<file path="src/rtl/pipeline_control_unit.sv">
// ---------------------------------------------------------------------------
// pipeline_control_unit
//
// ID-stage control for the pipelined MIPS core. Decodes the ID instruction
// into register fields, tracks in-flight destination registers in a
// DEPTH-entry scoreboard (entry 0 = EX, entry DEPTH-1 = last tracked stage),
// and from that produces stall / issue / flush and operand forwarding selects.
// A three-state machine (RUN, DRAIN, HALTED) drains the pipe after HALT.
//
// Optional feature macro: PIPELINE_CONTROL_UNIT_FWD_EN
//   defined   : operands forward from the youngest matching entry; only a
//               load sitting in entry 0 that feeds a read source stalls.
//   undefined : fwd_a/fwd_b are 0 and any scoreboard match stalls.
//
// Parameters:
//   DEPTH         stages tracked after ID (1..7)
//   FW            forwarding select width, derived from DEPTH
//
// Ports:
//   CLK           core clock, rising edge
//   nRST          synchronous active-low reset
//   instr         ID-stage instruction word
//   id_valid      instr is a real instruction
//   ex_ready      EX accepts a new instruction this cycle
//   branch_taken  EX redirect; squash ID
//   rs, rt        decoded source fields
//   dest          decoded destination (0 = no write)
//   issue         ID instruction enters EX at this edge
//   stall         hold PC and IF/ID
//   flush         squash IF/ID
//   fwd_a, fwd_b  0 = register file, k = scoreboard entry k-1
//   halt          pipeline drained after HALT (sticky until reset)
// ---------------------------------------------------------------------------

// Per-entry source comparator: one instance per scoreboard entry.
module pcu_sb_match (
    input  logic       ent_valid,
    input  logic [4:0] ent_reg,
    input  logic       rd_a,
    input  logic [4:0] src_a,
    input  logic       rd_b,
    input  logic [4:0] src_b,
    output logic       hit_a,
    output logic       hit_b
);
    // $0 is never a producer, so it never matches even if a stale entry held 0.
    assign hit_a = ent_valid && rd_a && (src_a != 5'd0) && (ent_reg == src_a);
    assign hit_b = ent_valid && rd_b && (src_b != 5'd0) && (ent_reg == src_b);
endmodule

module pipeline_control_unit #(
    parameter  int DEPTH = 3,
    localparam int FW    = $clog2(DEPTH + 1)
) (
    input  logic          CLK,
    input  logic          nRST,
    input  logic [31:0]   instr,
    input  logic          id_valid,
    input  logic          ex_ready,
    input  logic          branch_taken,
    output logic [4:0]    rs,
    output logic [4:0]    rt,
    output logic [4:0]    dest,
    output logic          issue,
    output logic          stall,
    output logic          flush,
    output logic [FW-1:0] fwd_a,
    output logic [FW-1:0] fwd_b,
    output logic          halt
);

    typedef struct packed {
        logic       valid;
        logic [4:0] rgs;
        logic       is_load;
    } sb_entry_t;

    typedef enum logic [1:0] {
        S_RUN,
        S_DRAIN,
        S_HALTED
    } state_t;

    sb_entry_t [DEPTH-1:0] sb_q, sb_d;
    state_t                state_q, state_d;

    // ---------------------------------------------------------------- decode
    logic [5:0] op, funct;
    logic [4:0] f_rs, f_rt, f_rd;
    logic       rd_a, rd_b;
    logic [4:0] wr_reg;
    logic       wr_load;
    logic       is_halt;

    assign op    = instr[31:26];
    assign funct = instr[5:0];
    assign f_rs  = instr[25:21];
    assign f_rt  = instr[20:16];
    assign f_rd  = instr[15:11];

    always_comb begin
        rd_a    = 1'b0;
        rd_b    = 1'b0;
        wr_reg  = 5'd0;
        wr_load = 1'b0;
        is_halt = 1'b0;
        case (op)
            6'h00: begin
                rd_a = 1'b1;
                if (funct != 6'h08) begin       // JR reads rs only
                    rd_b   = 1'b1;
                    wr_reg = f_rd;
                end
            end
            6'h08, 6'h09, 6'h0A, 6'h0B, 6'h0C, 6'h0D, 6'h0E: begin
                rd_a   = 1'b1;
                wr_reg = f_rt;
            end
            6'h0F: wr_reg = f_rt;               // LUI
            6'h23: begin                        // LW
                rd_a    = 1'b1;
                wr_reg  = f_rt;
                wr_load = 1'b1;
            end
            6'h2B, 6'h04, 6'h05: begin          // SW, BEQ, BNE
                rd_a = 1'b1;
                rd_b = 1'b1;
            end
            6'h03:   wr_reg  = 5'd31;           // JAL
            6'h3F:   is_halt = 1'b1;
            default: ;                          // J and unknown: no effect
        endcase
    end

    // A bubble reads nothing, so it can never raise a hazard.
    logic use_a, use_b;
    assign use_a = id_valid && rd_a;
    assign use_b = id_valid && rd_b;

    // ------------------------------------------------------ scoreboard match
    logic [DEPTH-1:0] hit_a, hit_b;

    for (genvar g = 0; g < DEPTH; g++) begin : g_match
        pcu_sb_match u_match (
            .ent_valid (sb_q[g].valid),
            .ent_reg   (sb_q[g].rgs),
            .rd_a      (use_a),
            .src_a     (f_rs),
            .rd_b      (use_b),
            .src_b     (f_rt),
            .hit_a     (hit_a[g]),
            .hit_b     (hit_b[g])
        );
    end

    logic          hazard;
    logic [FW-1:0] fwd_a_c, fwd_b_c;

`ifdef PIPELINE_CONTROL_UNIT_FWD_EN
    // Walk oldest to youngest so the lowest-numbered (youngest) hit wins.
    always_comb begin
        fwd_a_c = '0;
        fwd_b_c = '0;
        for (int k = DEPTH - 1; k >= 0; k--) begin
            if (hit_a[k]) fwd_a_c = FW'(k + 1);
            if (hit_b[k]) fwd_b_c = FW'(k + 1);
        end
    end
    // Load data is not available until it leaves EX: one bubble of load-use.
    assign hazard = sb_q[0].is_load && (hit_a[0] || hit_b[0]);
`else
    assign fwd_a_c = '0;
    assign fwd_b_c = '0;
    assign hazard  = (|hit_a) || (|hit_b);
`endif

    // --------------------------------------------------------------- control
    logic issue_c, stall_c, flush_c;

    always_comb begin
        issue_c = 1'b0;
        stall_c = 1'b0;
        flush_c = 1'b0;
        if (!nRST) begin
            // everything stays 0 while reset is asserted
        end else if (state_q == S_RUN && branch_taken) begin
            flush_c = 1'b1;
        end else if (state_q != S_RUN) begin
            stall_c = 1'b1;
        end else if (!ex_ready || hazard) begin
            stall_c = 1'b1;
        end else begin
            issue_c = id_valid;
        end
    end

    // ------------------------------------------------------- scoreboard next
    always_comb begin
        sb_d = sb_q;
        if (ex_ready) begin
            for (int k = DEPTH - 1; k > 0; k--) begin
                sb_d[k] = sb_q[k - 1];
            end
            // HALT and $0 writers enter as no-write (invalid) entries.
            sb_d[0].valid   = issue_c && (wr_reg != 5'd0);
            sb_d[0].rgs     = issue_c ? wr_reg : 5'd0;
            sb_d[0].is_load = issue_c && wr_load;
        end
    end

    logic any_valid;
    always_comb begin
        any_valid = 1'b0;
        for (int k = 0; k < DEPTH; k++) begin
            any_valid = any_valid | sb_q[k].valid;
        end
    end

    // ------------------------------------------------------------- halt FSM
    always_comb begin
        state_d = state_q;
        case (state_q)
            S_RUN:    if (issue_c && is_halt) state_d = S_DRAIN;
            S_DRAIN:  if (!any_valid)         state_d = S_HALTED;
            S_HALTED: state_d = S_HALTED;
            default:  state_d = S_RUN;
        endcase
    end

    always_ff @(posedge CLK) begin
        if (!nRST) begin
            sb_q    <= '0;
            state_q <= S_RUN;
        end else begin
            sb_q    <= sb_d;
            state_q <= state_d;
        end
    end

    // --------------------------------------------------------------- outputs
    assign rs    = nRST ? f_rs    : 5'd0;
    assign rt    = nRST ? f_rt    : 5'd0;
    assign dest  = nRST ? wr_reg  : 5'd0;
    assign fwd_a = nRST ? fwd_a_c : '0;
    assign fwd_b = nRST ? fwd_b_c : '0;
    assign issue = issue_c;
    assign stall = stall_c;
    assign flush = flush_c;
    assign halt  = nRST && (state_q == S_HALTED);

    // Shamt field and the retiring entry's load flag have no consumer.
    logic unused_bits;
    assign unused_bits = ^{instr[10:6], sb_q[DEPTH-1].is_load};

endmodule

</file>
<file path="config.mk">
export PLATFORM = sky130hd
export DESIGN_NAME = pipeline_control_unit
export DESIGN_NICKNAME = d
export VERILOG_FILES = /design/src/rtl/pipeline_control_unit.sv
export SDC_FILE = /design/constraint.sdc
export NUM_CORES = 1
export LEC_CHECK = 0
export BUFFER_PORTS_ARGS = -buffer_cell sky130_fd_sc_hd__buf_4
export CORE_ASPECT_RATIO = 1.75
export CORE_MARGIN = 1
export CORE_UTILIZATION = 50
export CTS_BUF_LIST = sky130_fd_sc_hd__clkbuf_2
export CTS_CLUSTER_DIAMETER = 150
export DETAILED_ROUTE_END_ITERATION = 8
export GPL_TIMING_DRIVEN = 0
export PLACE_DENSITY_LB_ADDON = 0.2
export SETUP_SLACK_MARGIN = 0.5
export SYNTH_ARGS = -nofsm -noshare
export SYNTH_HDL_FRONTEND = slang
export SYNTH_SLANG_ARGS = --single-unit
</file>
<file path="constraint.sdc">
create_clock -name CLK -period 2 [get_ports CLK]
set_input_delay 0.1 -clock CLK [delete_from_list [all_inputs] [get_ports CLK]]
set_output_delay 0.1 -clock CLK [all_outputs]
set_load 0.005 [all_outputs]
</file>
==> reports/results.txt <==
The run finished, with violations left. The final reports fail on negative setup slack. At the later pin of the worst-skew pair, clock insertion delay measures 350 ps.

After technology mapping, the gate count stands at 199. The logs give 52 for the violation count after the first detailed-routing iteration and 0 for the number of max-slew violations in the final report. The leakage power summed over all cells came out at 1.08 nW. Compared with the post-synthesis result, the final layout area differs by 41.3%. The synthesized netlist devotes 12.8% of its cell area to compound gates. After Yosys synthesis, and, or, nand and nor cells account for 27.3% of the synthesized area. The tools report the detailed-router iteration count before antenna repair as 4. Across the VDD grid, the largest voltage drop is 0.000379 V.

The run gives 1900 ps as the required time of the worst setup path. The number of antenna diodes in the final layout is 0. In this run the power density over the cells is 374 nW/um2.

The netlist uses 37 different library cells. The path type of the worst min-delay path was in2reg. The final route contains 1675 vias. The worst setup path is captured at a primary output. Setup repair after global routing could not meet its margin everywhere. In this run the cell area of the synthesized design comes to 1660 um2. The average cell area after synthesis is 8.35 um2.

The post-layout minimum cycle time works out to 2100 ps. Final core utilization: 74.7%. The critical path is of the reg2out type.

In this run, post-CTS hold repair placed 0 buffers. The share of the synthesized area in the top cell type works out to 24.1%. The run gives 2080 um2 as the instance area after placement. Measured against its own limit, the worst slew margin works out to 49.0%. Wires add up to 4900 um. The DRC violation count after routing was 0.

Detailed placement finished with a half-perimeter wire length of 3410 um. Of the available clock period, the critical path in the final layout requires 105%. Counting the buffers created by CTS gives 3. After synthesis, the largest family of logic cells by area is simple AND/OR/NAND/NOR gates. The share of total power dissipated in sequential elements is 46.0%. Per report_power, the combinational group accounts for 34.4% of the total.

In the post-synthesis netlist, the biggest area contributors are dfxtp_1 (24%), xor2_1 (13%), mux2i_1 (8.4%). For this run the aggregate overflow at the end of global routing stands at 0. The congestion estimate from routability-driven global placement came to 0.888.

The clock arrives with 10.7 ps of skew. The number of global-route vias before repair was 1694; the ratio of cells with drive above 1 in the final layout was 43.3%. The arithmetic-cell share of the synthesized area counting full adders, half adders and majority gates was 3.01%; the remaining number of nets flagged by the antenna check after routing was 0. Yosys printed 0 warnings.

In this run the deepest clock path goes through 2 buffers. The library cell used most frequently in the layout, excluding fill and tap cells, is buf_4. The effective utilization at floorplan is 52.9%, and the setup slack of the critical path after layout is -104 ps.

For the count of H-tree levels built during CTS, the log shows 1. The run gives 0.475 GHz as the maximum clock frequency. After clock tree synthesis, the clock-pin slew on the worst setup and hold paths is 180 ps. Of the post-synthesis cell area, the part taken by muxes is 8.43%.

Net switching is 31.5% of the power. The tightest hold margin is 11.6 ps, and the post-route cell area is 2350 um2. For this design the top-level I/O count stands at 60.

The transition time at the pin with the least slew margin works out to 765 ps. TritonCTS built the clock tree. Entering global routing, the biggest net connects 12 pins. The cell accounting for the most synthesized area was dfxtp_1. Prior to clock tree synthesis, the placed netlist has a worst setup slack of 201 ps.

STA puts the critical path data arrival time at 2000 ps. Dividing the detail-routed via count by the number of cells gives 5.47. The die is 45.6 um wide. The number of clock sinks seen by CTS came out at 20. In the synthesized netlist the dominant register cell turns out to be dfxtp_1. The clock network burns 19.6% of the power.

The die height is 78.3 um, and the post-synthesis sequential area ratio is 24.1%. The analysis attributes to net switching a power of 277 uW. The wire length per cell after detailed routing was 16.0 um. The number of hold violations in the final report is 0.

In this run the core area contains 27 standard-cell rows. In this run the tool buffered the top-level ports with 44 buffer cells. For the area of the die, the log shows 3570 um2.

The tool flagged a number of max-cap violations equal to 0. The cell sitting at the root of the clock tree is a clkbuf_2. The library cells used most frequently in the layout, excluding fill and tap cells, are buf_4 (56), xor2_1 (22), nor2b_1 (16), and2_1 (15), mux2i_1 (14). The startpoint type of the worst setup path is a register. The overall global routing resource usage is 27.9%. The cell-internal power is 602 uW. The logs give 3140 um2 for the area of the core region and 305 for the net total in the final layout.

Of all nets on the critical path, the largest fanout is 4. The number of setup violations in the final report is 2. Counting flops with a built-in enable in the synthesized netlist gives 0.

After synthesis, the share of flip-flops with an asynchronous set or reset is 0%. Counting flops and latches in the post-synthesis netlist gives 20. The run gives 7450 um as the wire length of the first global-routing pass. Summing the areas of all xor and xnor instances in the mapped netlist gives 15.8% of the synthesized area.

The run gives 0 as the number of antenna violations at the first check in global routing.
==> metal layers <==
metal,vias up,routed length [um],track usage [%]
met5,-,0,0
met4,0,153,13.6
met3,16,201,3.68
met2,58,2740,52.9
met1,802,1800,27.0
li1,799,-,-
==> state kept, by name, indices dropped and copies added (netlist names) <==
register / cells
state_q: 2
sb_q: 18
==> power groups by stage <==
stage	Clock (mW)	Sequential, mW	Combinational [mW]
global placement	0	0.414	0.244
finish	0.172	0.404	0.302
global route	0.192	0.405	0.323
floorplan	0	0.414	0.141
detailed placement	0	0.415	0.248
CTS	0.172	0.406	0.275
==> what timing repair did <==
item / 4_1_cts / 5_1_grt
gates resized for setup: 27 / 15
setup endpoints to repair: 15 / 15
buffers inserted: 6 / 7
pin swaps: 17 / 15
==> critical path: stages (launching register included) <==
cell and delay [ps]:
dfxtp_2 370, buf_4 130, xor2_1 150, nor4_1 260, nand3_1 130, nand3_1 120
a21oi_1 90, o31a_4 150, and2_4 140, buf_6 100
==> cell usage after synthesis, types with 2 or more instances <==
cell type	count
nor2_1	7
clkbuf_2	2
nor3_1	3
xnor2_1	6
a31oi_1	2
clkbuf_1	4
a32o_2	4
xor2_1	24
clkbuf_8	2
nand2_1	14
mux2i_1	14
nor4_1	6
o21ai_0	9
and3_1	2
dfxtp_1	20
nand3_1	7
inv_1	3
nor2b_1	16
buf_6	4
and2_1	16
a32o_1	2
and2_2	2
ha_1	4
buf_4	4
a21oi_1	10
==> metrics by stage <==
stage               TNS (ps)  instances  total power, mW
floorplan                  0        202            0.555
global placement           0        289            0.658
detailed placement         0        289            0.662
CTS                     -204        299            0.852
global route            -457        306            0.920
finish                  -205        306            0.878
==> cell type report <==
class                           count  area, um2
Clock inverter                      1       3.75
Clock buffer                        3       15.0
Multi-Input combinational cell    163       1260
Sequential cell                    20        417
Tap cell                           43       53.8
Buffer                             16        138
Fill cell                         243        795
Timing Repair Buffer               57        447
Inverter                            3       13.8
==> cells by family (layout without fill, tap and decap cells) <==
group,after synthesis,in the layout
adders and majority gates,4,4
and+or+nand+nor,80,80
buffers and inverters,19,80
AOI/OAI and AO/OA,31,31
xor gates and xnor gates,30,30
DFF,20,20
muxes,14,14
other,1,4
==> final timing paths <==
check | endpoint | slack [ps] | startpoint | cells past startpoint
setup / recovery | issue | -100 | sb_q[19] | 9
hold / removal | state_q[0] | 10 | nRST | 2
setup reg to reg | sb_q[1] | 10 | sb_q[19] | 10
hold reg to reg | sb_q[5] | 560 | sb_q[5] | 1
(Power assumes the default switching activity.)
